### src/rtl/instruction_fetch.sv
// Fetch stage: PC, credit-limited request issue, in-order response pairing and prefetch FIFO to decode.
// Optional FETCH_PERF_CNT_EN adds fetch_stall_cnt (cycles decode is starved by fetch).
module instruction_fetch #(
    parameter logic [31:0] RESET_PC   = 32'h0000_0000,
    parameter int          FIFO_DEPTH = 4
) (
    input  logic        clk,
    input  logic        rst,
    output logic        imem_req_valid,
    output logic [31:0] imem_req_addr,
    input  logic        imem_req_ready,
    input  logic        imem_rsp_valid,
    input  logic [31:0] imem_rsp_data,
    input  logic        redirect_valid,
    input  logic [31:0] redirect_pc,
    output logic        instr_valid,
    output logic [31:0] instr,
    output logic [31:0] instr_pc,
    input  logic        instr_ready
`ifdef FETCH_PERF_CNT_EN
    ,
    output logic [31:0] fetch_stall_cnt
`endif
);

    localparam int PW = $clog2(FIFO_DEPTH);
    localparam int CW = PW + 1;

    typedef struct packed {
        logic [31:0] instr;
        logic [31:0] pc;
    } fetch_entry_t;

    logic [31:0]   pc;
    fetch_entry_t  fifo_mem [FIFO_DEPTH];
    logic [31:0]   tag_mem  [FIFO_DEPTH];
    logic [PW-1:0] fifo_rd, fifo_wr, tag_rd, tag_wr;
    logic [CW-1:0] fifo_count, inflight, drop, inflight_nxt;
    logic [CW:0]   occupancy;
    logic          req_fire, rsp_keep, rsp_drop, pop;

    // Credit covers buffered words plus every outstanding request, dropped ones included.
    assign occupancy      = {1'b0, fifo_count} + {1'b0, inflight};
    assign imem_req_valid = !rst && !redirect_valid && (occupancy < (CW+1)'(FIFO_DEPTH));
    assign imem_req_addr  = pc;
    assign req_fire       = imem_req_valid && imem_req_ready;
    assign rsp_drop       = imem_rsp_valid && (drop != '0);
    assign rsp_keep       = imem_rsp_valid && (drop == '0) && !redirect_valid;

    assign instr_valid = !rst && (fifo_count != '0);
    assign instr       = fifo_mem[fifo_rd].instr;
    assign instr_pc    = fifo_mem[fifo_rd].pc;
    assign pop         = instr_valid && instr_ready && !redirect_valid;

    always_comb begin
        inflight_nxt = inflight;
        if (req_fire && !imem_rsp_valid)
            inflight_nxt = inflight + CW'(1);
        else if (!req_fire && imem_rsp_valid)
            inflight_nxt = inflight - CW'(1);
    end

    always_ff @(posedge clk) begin
        if (rst) begin
            pc         <= RESET_PC;
            fifo_rd    <= '0;
            fifo_wr    <= '0;
            fifo_count <= '0;
            tag_rd     <= '0;
            tag_wr     <= '0;
            inflight   <= '0;
            drop       <= '0;
        end else begin
            inflight <= inflight_nxt;
            if (redirect_valid) begin
                // Everything still outstanding after this edge belongs to the old path.
                pc         <= {redirect_pc[31:2], 2'b00};
                fifo_rd    <= '0;
                fifo_wr    <= '0;
                fifo_count <= '0;
                tag_rd     <= '0;
                tag_wr     <= '0;
                drop       <= inflight_nxt;
            end else begin
                if (req_fire) begin
                    pc     <= pc + 32'd4;
                    tag_wr <= tag_wr + PW'(1);
                end
                if (rsp_drop)
                    drop <= drop - CW'(1);
                if (rsp_keep) begin
                    fifo_wr <= fifo_wr + PW'(1);
                    tag_rd  <= tag_rd + PW'(1);
                end
                if (pop)
                    fifo_rd <= fifo_rd + PW'(1);
                fifo_count <= fifo_count + CW'(rsp_keep) - CW'(pop);
            end
        end
    end

    always_ff @(posedge clk) begin
        if (!rst && req_fire)
            tag_mem[tag_wr] <= pc;
        if (!rst && rsp_keep)
            fifo_mem[fifo_wr] <= '{instr: imem_rsp_data, pc: tag_mem[tag_rd]};
    end

`ifdef FETCH_PERF_CNT_EN
    always_ff @(posedge clk) begin
        if (rst)
            fetch_stall_cnt <= '0;
        else if (!instr_valid && !redirect_valid)
            fetch_stall_cnt <= fetch_stall_cnt + 32'd1;
    end
`endif

    a_no_overflow: assert property (@(posedge clk) disable iff (rst)
        !(rsp_keep && !pop && fifo_count == CW'(FIFO_DEPTH)));

endmodule

### config.mk
export PLATFORM = sky130hd
export DESIGN_NAME = instruction_fetch
export DESIGN_NICKNAME = d
export VERILOG_FILES = /design/src/rtl/instruction_fetch.sv
export SDC_FILE = /design/constraint.sdc
export NUM_CORES = 1
export LEC_CHECK = 0
export BUFFER_PORTS_ARGS = -buffer_cell sky130_fd_sc_hd__buf_2
export CORE_MARGIN = 1
export CORE_UTILIZATION = 58
export CTS_CLUSTER_DIAMETER = 80
export DETAILED_ROUTE_END_ITERATION = 8
export PLACE_DENSITY = 0.88
export SLEW_MARGIN = 15
export SYNTH_ARGS = -nofsm -noshare
export SYNTH_HDL_FRONTEND = slang
export SYNTH_SLANG_ARGS = --single-unit
### constraint.sdc
create_clock -name clk -period 3.9 [get_ports clk]
set_input_delay 0.78 -clock clk [delete_from_list [all_inputs] [get_ports clk]]
set_output_delay 0.78 -clock clk [all_outputs]
set_load 0.01 [all_outputs]
* Yosys cells after proc, flatten, opt, wreduce, memory -nomap -nowiden *
Memory sizes are Yosys's and may differ from the RTL's. A register that Yosys moved wholly into a read port is not among the register bits.
Index checks and enable logic that the tools add are counted.

word-level totals
  bits of input ports = 70
  register bits = 49
  RAM bits = 384
  ROM bits = 0
  memories kept = 2
  output and inout port bits = 98
  latch bits = 0
  logic and storage cells = 60

memories
  memory    words  bits a word  rd ports  clocked after memory_dff  wr ports  line  source
  fifo_mem  4      64           1         1                         1         35    fetch_entry_t fifo_mem [FIFO_DEPTH];
  tag_mem   4      32           1         1                         1         36    logic [31:0] tag_mem [FIFO_DEPTH];

operators by class
  multiplexer cells = 14
  reductions and logical operators = 23
  equality and inequality tests = 0
  shift-type cells = 0
  add/sub/neg operators = 11
  bitwise operators = 0
  multipliers = 0
  order comparisons = 1
  divide/modulo/power cells = 0

operators by type and width
  kind                     count
  $mux W32                 2
  $add A32 B3 Y32 const B  1
  $logic_and A1 B1 Y1      13
  $mux W3                  4
  $add A2 B1 Y2 const B    4
  $mux W2                  4
  $reduce_bool A3 Y1       2
  $sub A3 B1 Y3 const B    2
  $add A3 B3 Y4            1
  $logic_not A1 Y1         4
  $lt A4 B3 Y1 const B     1
  $mux W1                  4
  $reduce_bool A2 Y1       2
  $add A3 B1 Y3            1
  $add A3 B1 Y3 const B    1
  $logic_not A3 Y1         1
  $sub A3 B1 Y3            1
  $reduce_or A2 Y1         1

* Logic depth before layout (Yosys ltp) *
Gate-level depths: netlist of run 1.

  depth in word-level cells = 9
  gate-level depth with buffers = 13
  depth with buffers taken out = 13

* Worst setup path before layout of run 1 *
Ideal clock, no wire load.

  path kind = input to register
  from = input port rst
  to = memory fifo_mem[0][10] (netlist name) (enable)
  slack = 0.605 ns
  required time = 3.473 ns
  data arrival time = 2.869 ns
  setup time = 0.427 ns
  path buffers = 1
  stages = 4
  cells stage by stage = or2_2 > buf_2 > nor2_1 > and2_1

on the way
  word-level cells in the longest chain between the ends = 4

RTL lines
  item                           line  source
  start: declaration             8     input logic rst,
  $logic_not A1 Y1               105   if (!rst && rsp_keep)
  $logic_and A1 B1 Y1            105
  $mux W1                        105
  $mux W1 (not written as such)  106   fifo_mem[fifo_wr] <= '{instr: imem_rsp_data, pc: tag_mem[tag_rd]};
  end: declaration               35

Every way passes these cells.

==> results.toml, run 1 <==
[global_routing]
grt_max_degree = 63
grt_pass1_vias = 8966
grt_usage_pct = 23.4
overflow = 0
grt_pass1_wl_um = 50400
antenna_found_initial = 0

[clock_network]
h-tree-depth = 2
cts.repair.resized = 0
ctsHoldBuffers = 0
clock_path_buffers = 3
cts_buffers = 42
insertion_delay_ns = 0.53
post-cts-setup-buffer-count = 0
clkTransAtPathRegs_ns = 0.06
cts_tree = "yes"
ctsRootBufferMaster = "clkbuf_16"
clock-sinks = 419

[floorplanning]
rows = 60
io_pins = 168
core-area_um2 = 27200
start_util_pct = 59.5
dieHeight_um = 169
fp.dieArea_um2 = 28500
die_w_um = 169

[worst_setup_path]
worstPathArrival_ns = 2.30
cp_max_fo = 26
path_cells = "buf_4, mux4_2, buf_2"
cp.required_ns = 3.12
regToRegSetupSlack_ns = 1.25
criticalPathCategory = "flip-flop to primary output"
max_stage_delay_ns = 0.68
slowest_stage = "dfxtp_4"
worst_setup_path_start_kind = "flip-flop"
worstSetupEndpointType = "primary output"

[synthesis]
synth_area_leaders = "edfxtp_1, mux4_2, dfxtp_1, ha_1, nor2_1"
synth.avg_cell_area_um2 = 19.2
synth_edf_count = 368
ys_warn_count = 0
ys_ff_latch = 419
synthFlopType = "edfxtp_1"
async_flop_share_pct = 0
ys_types = 53
ys_seq_area_share_pct = 74.7
yosysTopAreaCell = "edfxtp_1"
netlist_area_um2 = 16200
synth_top_area_share_pct = 68.4
synthCells = 843

[route]
vias_per_cell = 5.97
ant_nets = 0
num_vias = 8585
drc_errors = 0
drt_first_iter_violations = 740
wl_um = 32300
wl_per_cell_um = 22.5
dr.pass1.iters = 5

[cells_and_area]
fin_util_pct = 70.0
layout_common_cells = "edfxtp_1, buf_2, mux4_2, dfxtp_1, clkbuf_16"
syn_to_final_growth_pct = 17.7
fin_nets = 1121
num_antenna_cells = 0
layout-drive-gt1-share_pct = 33.8
stdcell_area_um2 = 19000
final_common_cell = "edfxtp_1"

[sta]
worst_pin_slew_ns = 0.879
rsz0062_at_grt = "false"
slew_viol_final = 0
finalSetupTns_ns = 0
fmax_ghz = 0.325
hold_viol = 0
fin_skew_ns = 0.0103
hold_ws_ns = 0.470
layout_min_cycle_time_ns = 3.08
slew-limit-headroom_pct = 41.3
min_period_over_period_pct = 79.0
finalSetupViolCount = 0

[power_and_ir_drop]
intPower_mw = 7.66
power.share.switching_pct = 20.1
total_power_mw = 9.58
power_frac_comb_pct = 3.9
p_sw_mw = 1.92
p_leak_nw = 6.38
p_seq_share_pct = 52.6
power.density_nw_per_um2 = 504
clockPowerShare_pct = 43.5
vdd_drop_max_uv = 285

[run]
cap_viol_max_count = 0

[min_path]
hold_class = "input port to flip-flop"

[place]
gp_congestion = 0.869
post_dp_cell_area_um2 = 17600
dp_hpwl_um = 19000
io_buffers = 161

[outcome]
status = "completed"
-- routing by layer --
| metal | part of all wire, % | track usage, % | vias to the layer above | wire length [µm] |
|---|---|---|---|---|
| li1 | - | - | 3786 | - |
| met1 | 41 | 31.6 | 4346 | 13400 |
| met2 | 50 | 39.3 | 391 | 16200 |
| met3 | 6.5 | 4.12 | 62 | 2090 |
| met4 | 2.2 | 7.08 | 0 | 699 |
| met5 | 0 | 0 | - | 0 |
-- state kept, by name (all words and copies together), names as in the netlist, 3 cells and up, named ones only --
signal	count
tag_mem	120
drop	3
fifo_mem	248
fifo_count	3
imem_req_addr	30
inflight	3
-- stage by stage --
step / setup slack, ns / std cells
4_1_cts: 0.732 / 1439
3_3_place_gp: 0.831 / 1361
2_1_floorplan: 0.605 / 846
3_5_place_dp: 0.880 / 1361
5_1_grt: 0.657 / 1439
6_report: 0.820 / 1439
-- final timing paths --
kind                                     to                          start  cells after the start
max                               instr[24]                      flip-flop                      3
min               fifo_mem[0][33]$_DFFE_PP_               imem_rsp_data[1]                      1
max reg2reg  imem_req_addr[28]$_SDFFE_PP0P_  imem_req_addr[2]$_SDFFE_PP0P_                      6
min reg2reg          tag_wr[1]$_SDFFE_PP0P_         tag_wr[1]$_SDFFE_PP0P_                      2
-- cells in the mapped netlist, types with 3 or more instances --
library cell and n:
a311oi_1 3, ha_1 17, and2_1 14, nor3_1 8, nor4_1 7, o311ai_0 3, nand3_1 17, o22ai_1 4
xor2_1 10, a211oi_1 10, and3_1 8, buf_1 11, or4_1 3, nand2_1 34, mux2_2 3, mux4_2 92
clkbuf_1 23, o21ai_0 4, dfxtp_1 51, o211ai_1 4, a31oi_1 12, buf_2 4, buf_4 4, or3_1 4
edfxtp_1 368, a21oi_1 19, nor2_1 38, nand4_1 9, xnor2_1 16, inv_1 16
-- worst max-delay path: cells and delay by family, from the launching register on --
| kind | cells | cell delay (ns) |
|---|---|---|
| muxes | 1 | 0.54 |
| buffers and inverters | 2 | 0.52 |
| DFF | 1 | 0.68 |
-- final cells by class --
| cell class | instances | area (µm²) |
|---|---|---|
| clock buffer | 54 | 1180 |
| clock inverter | 24 | 272 |
| fill | 1724 | 8160 |
| inverter | 16 | 60.1 |
| multi-input combinational | 368 | 3860 |
| sequential | 419 | 12100 |
| tap | 372 | 465 |
| timing repair buffer | 186 | 1090 |
-- power groups by stage --
stage | clock, mW | combinational [mW] | sequential [mW]
after floorplan | 0 | 0.221 | 5.11
after global placement | 0 | 0.358 | 5.12
after detailed placement | 0 | 0.373 | 5.13
after CTS | 4.23 | 0.378 | 5.04
after global routing | 4.39 | 0.412 | 5.05
final | 4.16 | 0.376 | 5.04
-- kinds of logic after synthesis --
family / Yosys count / share of synthesized area [%]
AND/OR/NAND/NOR: 158 / 5.12
XOR/XNOR: 26 / 1.41
multiplexers: 97 / 13.2
AO/OA/AOI/OAI: 65 / 2.62
flip-flops: 419 / 74.7
adder cells (fa/ha/maj): 18 / 1.44
buffers and inverters: 59 / 1.54
other: 1 / 0.0232
(Power assumes the default switching activity.)
==> inputs of run 2 (changes only) <==
==> constraint.sdc (replaced) <==
create_clock -name clk -period 3 [get_ports clk]
set_input_delay 0.6 -clock clk [delete_from_list [all_inputs] [get_ports clk]]
set_output_delay 0.6 -clock clk [all_outputs]
set_load 0.01 [all_outputs]
==> results.toml, run 2 (synthesis gave the netlist of run 1 again) <==
[place]
dp_hpwl_um = 18700
gp_congestion = 0.877
preCtsSetupSlack_ns = 0.194
io_buffers = 161

[route]
wl_per_cell_um = 21.9
drc_errors = 0
num_vias = 8559
dr.pass1.iters = 5
ant_nets = 0
drt_first_iter_violations = 581
wl_um = 31800
vias_per_cell = 5.91

[sta]
slew-limit-headroom_pct = 60.1
finalSetupTns_ns = 0
min_period_over_period_pct = 92.3
rsz0062_at_grt = "false"
slew_viol_final = 0
finalSetupViolCount = 0
fin_skew_ns = 0.0113
fin_ws_ns = 0.231
layout_min_cycle_time_ns = 2.77
fmax_ghz = 0.361
worst_pin_slew_ns = 0.593
hold_viol = 0

[global_routing]
grt.met1_usage_pct = 30.0
grt_max_degree = 63
overflow = 0
grt_use_met2_pct = 39.5
antenna_found_initial = 0
grt_usage_pct = 22.9
grt_use_met3_pct = 3.65
busiest_layer = "met2"
grt_pass1_wl_um = 48700
grt_pass1_vias = 8660

[outcome]
status = "completed"

[cells_and_area]
num_antenna_cells = 0
layout_common_cells = "edfxtp_1, buf_2, mux4_2, dfxtp_1, clkbuf_16"
layout-drive-gt1-share_pct = 33.9
largest_register_ffs = 248
top_register = "fifo_mem"
fin_nets = 1131
final_common_cell = "edfxtp_1"
syn_to_final_growth_pct = 17.6

[floorplanning]
rows = 60
core-area_um2 = 27200
io_pins = 168
dieHeight_um = 169
fp.dieArea_um2 = 28500
start_util_pct = 59.5
die_w_um = 169

[power_and_ir_drop]
p_leak_nw = 6.37
vdd_drop_max_uv = 391
power.density_nw_per_um2 = 632

[worst_setup_path]
worstPathArrival_ns = 2.17
cp.required_ns = 2.40
worstSetupEndpointType = "primary output"
criticalPathCategory = "flip-flop to primary output"
worstReg2RegStart = "imem_req_addr[3]$_SDFFE_PP0P_"
cp_max_fo = 20
worst_setup_path_start_kind = "flip-flop"

[clock_network]
insertion_delay_ns = 0.53
cts.repair.resized = 0
ctsHoldBuffers = 0
cts_tree = "yes"
cts_buffers = 42
clkTransAtPathRegs_ns = 0.06
ctsRootBufferMaster = "clkbuf_16"
h-tree-depth = 2
clock_path_buffers = 3
clock-sinks = 419
post-cts-setup-buffer-count = 0

[run]
cap_viol_max_count = 0

[min_path]
hold_class = "input port to flip-flop"
min_from = "imem_rsp_data[22]"
run 2: cell count changes in the layout (fill, tap and decap cells not counted), sizes merged:
cell,previous run,this run
clkinvlp,2,1
clkbuf,54,61
clkinv,15,12
bufinv,6,2
buf,186,196
run 2: metal layers:
metal / wire (µm) / vias up
met1: 13000 / 4323
li1: - / 3804
met4: 723 / 0
met5: 0 / -
met3: 1970 / 56
met2: 16100 / 376
run 2: layout make-up:
type	count	area [µm²]
inverters	16	60.1
flip-flops and latches	419	12100
clock buffers	61	1180
well taps	372	465
fillers	1689	8180
clock inverters	16	128
multi-input cells	368	3870
repair buffers	196	1220
run 2: report_power, final:
group          switching, mW  total, mW  internal (mW)
logic                  0.298      0.524          0.225
registers             0.0925       6.53           6.44
clock network           2.04       4.94           2.91
run 2: worst paths after layout:
path	endpoint	slack, ns	cells after the start
hold reg to reg	tag_wr[1]$_SDFFE_PP0P_	0.51	2
setup / recovery	instr[17]	0.23	3
setup reg to reg	imem_req_addr[22]$_SDFFE_PP0P_	0.33	6
hold / removal	fifo_mem[3][54]$_DFFE_PP_	0.28	1
run 2: critical path: stages, from the launching register on:
cell     delay (ns)
dfxtp_4        0.65
buf_4          0.30
mux4_2         0.53
buf_2          0.16
run 2: per-stage QoR:
step                cell area, µm²  std cells  utilization, %  total power, mW  hold slack [ns]
CTS                          19000       1448            69.9             12.1            0.261
global route                 19000       1448            69.9             12.3            0.268
finish                       19000       1448            69.9             12.0            0.282
detailed placement           17700       1371            65.1             7.17            0.504
global placement             17700       1371            65.1             7.14            0.485
floorplan                    16200        846               -             6.92            0.469
==> inputs of run 3 (changes only) <==
--- a/config.mk
+++ b/config.mk
@@ -10,6 +10,7 @@
 export CORE_UTILIZATION = 58
 export CTS_CLUSTER_DIAMETER = 80
 export DETAILED_ROUTE_END_ITERATION = 8
+export GPL_TIMING_DRIVEN = 0
 export PLACE_DENSITY = 0.88
 export SLEW_MARGIN = 15
 export SYNTH_ARGS = -nofsm -noshare
==> results.toml, run 3 (synthesis gave the netlist of run 1 again) <==
[power_and_ir_drop]
power.density_nw_per_um2 = 630
p_leak_nw = 6.31
vdd_drop_max_uv = 370

[clock_network]
cts_tree = "yes"
insertion_delay_ns = 0.54
clock_path_buffers = 3
clock-sinks = 419
cts_buffers = 40
post-cts-setup-buffer-count = 0
clkTransAtPathRegs_ns = 0.06
ctsRootBufferMaster = "clkbuf_16"
ctsHoldBuffers = 0
h-tree-depth = 2

[place]
dp.cells = 1383
dp_hpwl_um = 19700
io_buffers = 161
gp_congestion = 0.926

[worst_setup_path]
crit_path_end = "tag_mem[0][4]$_DFFE_PP_"
worstReg2RegStart = "fifo_count[2]$_SDFF_PP0_"
crit_top_cell = "clkbuf_4"
cp.required_ns = 3.16
slowest_stage = "or4b_1"
worstRegToRegCells = 6
cp_max_fo = 30
timing.rr.end = "tag_mem[0][4]$_DFFE_PP_"
worstSetupEndpointType = "flip-flop"
crit_start = "fifo_count[2]$_SDFF_PP0_"
max_stage_delay_ns = 0.60
worst_setup_path_start_kind = "flip-flop"
worstPathArrival_ns = 3.03
regToRegSetupSlack_ns = 0.13
path_cells = "ha_1, or4b_1, nor3_4, clkbuf_4, clkbuf_4, and2_4"
criticalPathCategory = "flip-flop to flip-flop"

[route]
dr.pass1.iters = 5
drt_first_iter_violations = 835
ant_nets = 0
wl_per_cell_um = 21.5
vias_per_cell = 5.86
num_vias = 8538
wl_um = 31300
drc_errors = 0

[cells_and_area]
layout_common_cells = "edfxtp_1, buf_2, mux4_2, dfxtp_1, clkbuf_16"
final_common_cell = "edfxtp_1"
seqCellArea_um2 = 12100
nFillCells = 1713
fin_nets = 1140
num_antenna_cells = 0
largest_register_ffs = 248
fin_util_pct = 69.5
post_layout_nonfiller_instances = 1456
syn_to_final_growth_pct = 16.9
top_register = "fifo_mem"
multi_input_area_um2 = 3890
layout-drive-gt1-share_pct = 32.7

[sta]
slew_viol_final = 0
rsz0062_at_grt = "false"
min_period_over_period_pct = 95.8
fin_skew_ns = 0.0188
slew-limit-headroom_pct = 37.5
worst_pin_slew_ns = 0.938
fmax_ghz = 0.348
hold_viol = 0
layout_min_cycle_time_ns = 2.87
finalSetupViolCount = 0

[global_routing]
grt_use_met3_pct = 4.16
overflow = 0
busiest_layer = "met2"
grt_use_met2_pct = 36.7
grt.met1_usage_pct = 31.5
antenna_found_initial = 0
grt_pass1_wl_um = 48600
grt_max_degree = 45
grt_pass1_vias = 8742
grt_usage_pct = 22.5

[run]
cap_viol_max_count = 0

[floorplanning]
fp.dieArea_um2 = 28500
dieHeight_um = 169
io_pins = 168
rows = 60
core-area_um2 = 27200
die_w_um = 169
start_util_pct = 59.5

[outcome]
status = "completed"

[min_path]
hold_class = "input port to flip-flop"
min_path_cells = 1
==> run 3: worst min path at each step <==
stage,startpoint,to
finish,imem_rsp_data[22],fifo_mem[2][54]$_DFFE_PP_
global route,imem_rsp_data[0],fifo_mem[0][32]$_DFFE_PP_
detailed placement,tag_wr[1]$_SDFFE_PP0P_,tag_wr[1]$_SDFFE_PP0P_
floorplan,tag_wr[1]$_SDFFE_PP0P_,tag_wr[1]$_SDFFE_PP0P_
CTS,imem_rsp_data[22],fifo_mem[2][54]$_DFFE_PP_
global placement,tag_wr[1]$_SDFFE_PP0P_,tag_wr[1]$_SDFFE_PP0P_
==> run 3: timing repair <==
action | in CTS | in global routing
setup endpoints to repair | 180 | 144
gates resized for setup | 22 | 11
pin swaps | 1 | 3
==> run 3: through the flow <==
stage	TNS, ns	setup slack [ns]	total power [mW]	hold slack (ns)	cell area [µm²]
CTS	0	0.0333	12.0	0.268	18900
global route	0	0.00132	12.3	0.271	18900
finish	0	0.127	11.9	0.289	18900
detailed placement	-41.60	-0.355	7.16	0.509	17600
global placement	-100.80	-0.393	7.13	0.487	17500
floorplan	0	0.285	6.92	0.469	16200
==> run 3: layer usage <==
metal  part of all wire [%]  vias up
li1                       -     3824
met1                     41     4266
met2                     49      386
met3                    7.8       62
met4                    2.1        0
met5                      0        -
==> run 3: final cells by class <==
type / instances / area share (%)
clock inverters: 27 / 1.13
well taps: 372 / 2.46
multi-input cells: 368 / 20.6
plain buffers: 42 / 1.16
repair buffers: 165 / 4.85
clock buffers: 47 / 5.60
flip-flops and latches: 419 / 63.9
inverters: 16 / 0.318
==> run 3: worst max-delay path, delay by kind of cell (launching register included) <==
kind	cells	cell delay, ns
buffers and inverters	2	0.50
and+or+nand+nor	3	1.30
DFF	1	0.41
adders and majority gates	1	0.27
==> run 3: report_power, final <==
| group | internal [mW] | leakage, nW | switching (mW) |
|---|---|---|---|
| clock network | 2.79 | 0.623 | 2.06 |
| registers | 6.44 | 3.76 | 0.104 |
| logic | 0.215 | 1.93 | 0.293 |
| total | 9.44 | 6.31 | 2.45 |
